$ cat src/rtl/apb_to_wb_bridge.sv
// apb_to_wb_bridge
//   APB4 slave that turns each APB access into one Wishbone pipelined cycle
//   (a single accepted strobe, then a wait for ack/err/rty). A timeout counter
//   forces an error if the slave never terminates. All outputs are registered.
//
//   Optional build macro APB2WB_RETRY_EN: wb_rty_i reissues the strobe up to
//   RETRY_MAX times before reporting an error. Without it, wb_rty_i is an error.
//
// Ports:
//   clk_i, rst_n_i          clock, synchronous active-low reset
//   psel_i .. pstrb_i       APB request
//   pready_o, prdata_o,
//   pslverr_o               APB response (pready_o is a one-cycle pulse)
//   wb_cyc_o .. wb_dat_o    Wishbone master request
//   wb_dat_i .. wb_stall_i  Wishbone slave response
module apb_to_wb_bridge #(
   parameter int unsigned ADDR_WIDTH = 32,
   parameter int unsigned TIMEOUT    = 255,
   parameter int unsigned RETRY_MAX  = 3
) (
   input  logic                  clk_i,
   input  logic                  rst_n_i,
   input  logic                  psel_i,
   input  logic                  penable_i,
   input  logic                  pwrite_i,
   input  logic [ADDR_WIDTH-1:0] paddr_i,
   input  logic [31:0]           pwdata_i,
   input  logic [3:0]            pstrb_i,
   output logic                  pready_o,
   output logic [31:0]           prdata_o,
   output logic                  pslverr_o,
   output logic                  wb_cyc_o,
   output logic                  wb_stb_o,
   output logic [ADDR_WIDTH-1:0] wb_adr_o,
   output logic [3:0]            wb_sel_o,
   output logic                  wb_we_o,
   output logic [31:0]           wb_dat_o,
   input  logic [31:0]           wb_dat_i,
   input  logic                  wb_ack_i,
   input  logic                  wb_err_i,
   input  logic                  wb_rty_i,
   input  logic                  wb_stall_i
);

   typedef enum logic [1:0] {StIdle, StReq, StWait, StDone} state_e;

   localparam logic [15:0] TmoLast = 16'(TIMEOUT - 1);

   state_e                state_q, state_d;
   logic                  cyc_q, cyc_d;
   logic                  stb_q, stb_d;
   logic                  we_q, we_d;
   logic [ADDR_WIDTH-1:0] adr_q, adr_d;
   logic [3:0]            sel_q, sel_d;
   logic [31:0]           wdat_q, wdat_d;
   logic [31:0]           rdata_q, rdata_d;
   logic                  pready_q, pready_d;
   logic                  pslverr_q, pslverr_d;
   logic [15:0]           tmo_q, tmo_d;

`ifdef APB2WB_RETRY_EN
   localparam int unsigned RetryW = (RETRY_MAX < 1) ? 1 : $clog2(RETRY_MAX + 1);
   localparam logic [RetryW-1:0] RetryLast = RetryW'(RETRY_MAX);
   logic [RetryW-1:0] retry_q, retry_d;
`endif

   logic live;   // slave has accepted the strobe, so terminations are meaningful
   logic done;
   logic fail;

   always_comb begin
      state_d   = state_q;
      cyc_d     = cyc_q;
      stb_d     = stb_q;
      we_d      = we_q;
      adr_d     = adr_q;
      sel_d     = sel_q;
      wdat_d    = wdat_q;
      rdata_d   = rdata_q;
      pready_d  = 1'b0;
      pslverr_d = 1'b0;
      tmo_d     = tmo_q;
      live      = 1'b0;
      done      = 1'b0;
      fail      = 1'b0;
`ifdef APB2WB_RETRY_EN
      retry_d   = retry_q;
`endif
      unique case (state_q)
         StIdle: begin
`ifdef APB2WB_RETRY_EN
            retry_d = '0;
`endif
            // Only a setup phase starts a cycle; access phases seen here are ignored.
            if (psel_i && !penable_i) begin
               adr_d   = paddr_i;
               wdat_d  = pwdata_i;
               we_d    = pwrite_i;
               sel_d   = pwrite_i ? pstrb_i : 4'hF;
               cyc_d   = 1'b1;
               stb_d   = 1'b1;
               tmo_d   = '0;
               state_d = StReq;
            end
         end
         StReq, StWait: begin
            tmo_d = tmo_q + 16'd1;
            live  = (state_q == StWait) || !wb_stall_i;
            if ((state_q == StReq) && !wb_stall_i) begin
               stb_d   = 1'b0;
               state_d = StWait;
            end
            // err > rty > ack > timeout
            if (live && wb_err_i) begin
               done = 1'b1;
               fail = 1'b1;
            end else if (live && wb_rty_i) begin
`ifdef APB2WB_RETRY_EN
               if (retry_q == RetryLast) begin
                  done = 1'b1;
                  fail = 1'b1;
               end else begin
                  state_d = StReq;
                  stb_d   = 1'b1;
                  tmo_d   = '0;
                  retry_d = retry_q + RetryW'(1);
               end
`else
               done = 1'b1;
               fail = 1'b1;
`endif
            end else if (live && wb_ack_i) begin
               done = 1'b1;
               if (!we_q) begin
                  rdata_d = wb_dat_i;
               end
            end else if (tmo_q == TmoLast) begin
               done = 1'b1;
               fail = 1'b1;
            end
            if (done) begin
               state_d   = StDone;
               cyc_d     = 1'b0;
               stb_d     = 1'b0;
               pready_d  = 1'b1;
               pslverr_d = fail;
            end
         end
         StDone: begin
            state_d = StIdle;
         end
         default: begin
            state_d = StIdle;
         end
      endcase
   end

   always_ff @(posedge clk_i) begin
      if (!rst_n_i) begin
         state_q   <= StIdle;
         cyc_q     <= 1'b0;
         stb_q     <= 1'b0;
         we_q      <= 1'b0;
         adr_q     <= '0;
         sel_q     <= '0;
         wdat_q    <= '0;
         rdata_q   <= '0;
         pready_q  <= 1'b0;
         pslverr_q <= 1'b0;
         tmo_q     <= '0;
`ifdef APB2WB_RETRY_EN
         retry_q   <= '0;
`endif
      end else begin
         state_q   <= state_d;
         cyc_q     <= cyc_d;
         stb_q     <= stb_d;
         we_q      <= we_d;
         adr_q     <= adr_d;
         sel_q     <= sel_d;
         wdat_q    <= wdat_d;
         rdata_q   <= rdata_d;
         pready_q  <= pready_d;
         pslverr_q <= pslverr_d;
         tmo_q     <= tmo_d;
`ifdef APB2WB_RETRY_EN
         retry_q   <= retry_d;
`endif
      end
   end

   assign pready_o  = pready_q;
   assign prdata_o  = rdata_q;
   assign pslverr_o = pslverr_q;
   assign wb_cyc_o  = cyc_q;
   assign wb_stb_o  = stb_q;
   assign wb_adr_o  = adr_q;
   assign wb_sel_o  = sel_q;
   assign wb_we_o   = we_q;
   assign wb_dat_o  = wdat_q;

endmodule

$ cat config.mk
export PLATFORM = sky130hd
export DESIGN_NAME = apb_to_wb_bridge
export DESIGN_NICKNAME = d
export VERILOG_FILES = /design/src/rtl/apb_to_wb_bridge.sv
export SDC_FILE = /design/constraint.sdc
export NUM_CORES = 1
export LEC_CHECK = 0
export ABC_CLOCK_PERIOD_IN_PS = 6100
export CAP_MARGIN = 40
export CELL_PAD_IN_SITES_DETAIL_PLACEMENT = 1
export CELL_PAD_IN_SITES_GLOBAL_PLACEMENT = 1
export CORE_ASPECT_RATIO = 0.7
export CORE_UTILIZATION = 31
export DETAILED_ROUTE_END_ITERATION = 6
export PLACE_DENSITY_LB_ADDON = 0.1
export RECOVER_POWER = 100
export SYNTH_ARGS = -nofsm -noshare
export SYNTH_HDL_FRONTEND = slang
export SYNTH_SLANG_ARGS = --single-unit
$ cat constraint.sdc
create_clock -name clk_i -period 6.1 [get_ports clk_i]
set_input_delay 1.22 -clock clk_i [delete_from_list [all_inputs] [get_ports clk_i]]
set_output_delay 1.22 -clock clk_i [all_outputs]
set_load 0.01 [all_outputs]
# == Word-level counts from Yosys, hierarchy flattened ==
# Cells that the tools add are included.
# classes
add_sub_neg,1
eq_ne,7
mux,22
n_bitwise,3
n_reduce_logical,19
# op_table
cell,count
$pmux W16 S2,1
$add A16 B1 Y16 const B,1
$eq A16 B8 Y1 const B,1
$mux W16,1
$mux W1,13
$reduce_and A3 Y1,3
$reduce_and A2 Y1,4
$mux W2,3
$pmux W2 S3,1
$logic_and A1 B1 Y1,5
$reduce_and A5 Y1,1
$eq A2 B2 Y1 const B,2
$mux W4,1
$ne A2 B2 Y1 const B,2
$pmux W1 S2,2
$ne A3 B3 Y1 const B,1
$not A1 Y1,3
$eq A2 B1 Y1 const B,1
$logic_not A1 Y1,2
$logic_not A2 Y1,1
$reduce_bool A2 Y1,1
$reduce_or A2 Y1,1
$logic_or A1 B1 Y1,1
# word_totals
ff_bits,123
output_inout_bits,105
word_cells,63

# == Depth between registers and ports, before layout ==
# depth
depth_word,9
depth_mapped,8
depth_no_buf,6

# == Worst setup path before layout ==
# Ideal clock, no wire load.
# synth_path
path_kind,input port to flip-flop
from,in penable_i
to,reg tmo_q[12]
setup_ps,70
arrival_ps,2505
path_slack_ps,3524
path_stages,5
path_cell_list,and3b_1 buf_2 o211ai_1 or4_2 a21oi_1
# synth_between
elab_chain_len,4
# synth_lines
item,line,rtl
from (decl),24,"input logic penable_i,"
$logic_not A1 Y1,95,if (psel_i && !penable_i) begin
$logic_and A1 B1 Y1,95,
$ne A2 B2 Y1 (no line),n/a,
$reduce_and A2 Y1 (no line),n/a,
to (signal assigned),185,tmo_q <= tmo_d;
to (decl),59,"logic [15:0] tmo_q, tmo_d;"
# Every way passes these cells.
# A chain may end at the register's enable or synchronous reset.

# == Final worst setup path ==
# layout_path
from,in rst_n_i
to,"reg sel_q[0], in the netlist wb_sel_o[0]"
# layout_lines
item,line,rtl
from (decl),22,"input logic rst_n_i,"
to (signal assigned),180,sel_q <= sel_d;
to (decl),54,"logic [3:0] sel_q, sel_d;"
# No word-level cell between the ends.

==> results by group <==
Cells and area
  • Most common cell after layout, fill and taps aside: nand2_1
  • Most frequent cells in the layout: nand2_1, dfxtp_1, dlygate4sd3_1
  • Fin nets: 866
  • Post-layout util: 51.8%
  • Layout cell share with drive strength beyond 1: 5.37%
  • Diode count: 0
  • Area growth, synth to finish: 62.8%

Global route
  • Number of global-route vias before repair: ~4700
  • Total congestion overflow: 0
  • Initial antenna violation count: 0
  • First-pass GRT wire length: approximately 25000 um
  • GRT Overall Usage: 20.7%
  • Largest net degree at the start of global routing: 73

Synth
  • Syn Std Cell Area: 0.00467 sq mm
  • Number of flops mapped to enable cells by yosys: 0
  • Synth area leaders: dfxtp_1, nand2_1, a21oi_1, mux2i_1, nor2_1
  • Sequential share of the synthesized area: 52.8%
  • Syn Nets: 664
  • Yosys top cell area share: 52.8%
  • Yosys reg bits: 123
  • Yosys warns: 0
  • Avg Inst Size Synth: 8.50 sq um
  • Cells after Synth: 549
  • Biggest area consumer among synthesized cells: dfxtp_1
  • Synth unique cells: 42
  • Ys async rst share: 0%
  • Ys flop type: dfxtp_1

Worst hold path
  • Min-Delay Path Class: reg -> reg

Clock tree
  • Hold-fix buffers at CTS: 0
  • Post-CTS sizing: 0
  • CTS root buf: clkbuf_16
  • CTS sink cnt: 123
  • CTS buffer count: 17
  • Clock transition at path regs: about 50 ps
  • Clock tree buffer depth: 2
  • Clock Latency Late Sink: approximately 420 ps
  • H-tree Lvls: 4
  • Post-CTS setup buffer count: 0
  • CTS tree: done

Setup path
  • WP data arrival: 4520 ps
  • Startpoint types: input port
  • Crit-path max FO: 55
  • Required time worst endpoint: 6430 ps
  • R2R Setup Slk: roughly 3400 ps
  • Critical path class: in -> reg
  • CP endpoint kind: flop

Timing
  • Post-Route Setup TNS: 0 ps
  • Crit path time final: 4190 ps
  • Final worst path period share: 68.6%
  • Fmax: 0.239 GHz
  • Setup violators final: 0
  • Tightest Pin Transition: 1840 ps
  • Slew headroom: -23.7%
  • RSZ-0062 raised after global routing: false
  • Clock skew: ~6.6 ps
  • Final Hold Viols: 0
  • Hold Slack: roughly 450 ps
  • Slew Viols, Final: 54

Routing
  • Post-DRT Antenna Nets: 0
  • Drt wl/cell: around 16 um
  • DRT Wirelength: 15700 um
  • DRC Markers: 0
  • Drt pass-1 iters: 4
  • Via Count: 4660
  • Avg Vias per Cell: 4.86
  • Initial DRC Count: 190

Power and ir drop
  • Total Power: 0.00256 W
  • Leak: 3.24 nW
  • PwrDens: 338 mW/mm^2
  • Peak supply drop: between 200 and 250 uV

Floorplanning
  • Core area: ~0.015 sq mm
  • Die area: 0.0156 sq mm
  • Starting density of the core: 31.8%
  • Die width: between 100 and 150 um
  • Rows: 37
  • Die height: about 100 um
  • IO Pins: 214

Placed design
  • Post-DP HPWL: 11100 um
  • GP Congestion: 0.751
  • Port bufs: 213

Run
  • Max Cap Viol: 1

Outcome
  • Status: finished, violations left
  • Failing checks: max-capacitance violations, max-slew violations
## area by class of cell
type                       count  area, sq um
fill                        1684         7080
clock buffer                  20          467
clock inverter                12          169
inverter                       8         31.3
tap                          195          244
timing repair buffer         218         2180
sequential                   123         2460
multi-input combinational    383         2040
## per-stage QoR
step | instances | area [sq um] | setup slack, ps
2_1_floorplan | 549 | 4670 | 3520
3_3_place_gp | 926 | 6940 | 2560
3_5_place_dp | 927 | 6960 | 2620
4_1_cts | 959 | 7600 | 3060
5_1_grt | 959 | 7600 | 1500
6_report | 959 | 7600 | 1910
## cells in the mapped netlist, types with 3 or more instances
master and number:
mux2i_1 32, inv_1 7, ha_1 6, nor3_1 4
or4_1 5, or3_1 6, nand2b_1 5, nand3_1 6
nor2_1 43, buf_2 3, clkbuf_1 23, nand4_1 4
nor3b_1 4, buf_1 9, o21ai_0 10, nand2_1 141
dfxtp_1 123, a21oi_1 81, o31ai_1 6, and2_1 5
## power breakdown
group / internal (W) / leakage [nW] / switching, W
Clock: 0.000712 / 0.312 / 0.000366
Sequential: 0.000885 / 0.998 / 0.0000474
Combinational: 0.000252 / 1.93 / 0.000303
Total: 0.00185 / 3.24 / 0.000716
## path summary, 6_finish.rpt
| path | startpoint | cells past startpoint | end |
|---|---|---|---|
| worst max register to register | state_q[0] | 6 | tmo_q[15] |
| worst min register to register | wb_dat_o[19] | 2 | wb_dat_o[19] |
| worst min-delay path | wb_dat_o[19] | 2 | wb_dat_o[19] |
| worst max-delay path | rst_n_i | 4 | wb_sel_o[0] |
## critical path, cell delays in order
cell and delay [ps]:
dlygate4sd3_1 690, clkinvlp_2 1460, buf_4 860, nor3_1 250
## registers in the layout, indices dropped and copies added (netlist names)
signal / count
prdata_o: 32
pready_o: 1
pslverr_o: 1
state_q: 2
tmo_q: 16
wb_adr_o: 32
wb_cyc_o: 1
wb_dat_o: 32
wb_sel_o: 4
wb_stb_o: 1
wb_we_o: 1
## metal layers
layer / vias to the layer above / track usage, % / wire length [um]
li1: 2263 / - / -
met1: 2232 / 24.8 / 6980
met2: 149 / 33.8 / 7330
met3: 16 / 7.47 / 1250
met4: 0 / 7.51 / 185
met5: - / 0 / 0
## logic make-up after synthesis
logic type                 after synthesis  synth area share [%]
buffers and inverters                   43                  3.54
xor gates and xnor gates                 2                 0.376
and+or+nand+nor                        233                  21.8
DFF                                    123                  52.8
AOI/OAI and AO/OA                      110                  13.0
muxes                                   32                  6.87
adders and majority gates                6                  1.61
No activity file was read; power rests on OpenSTA's default activity.
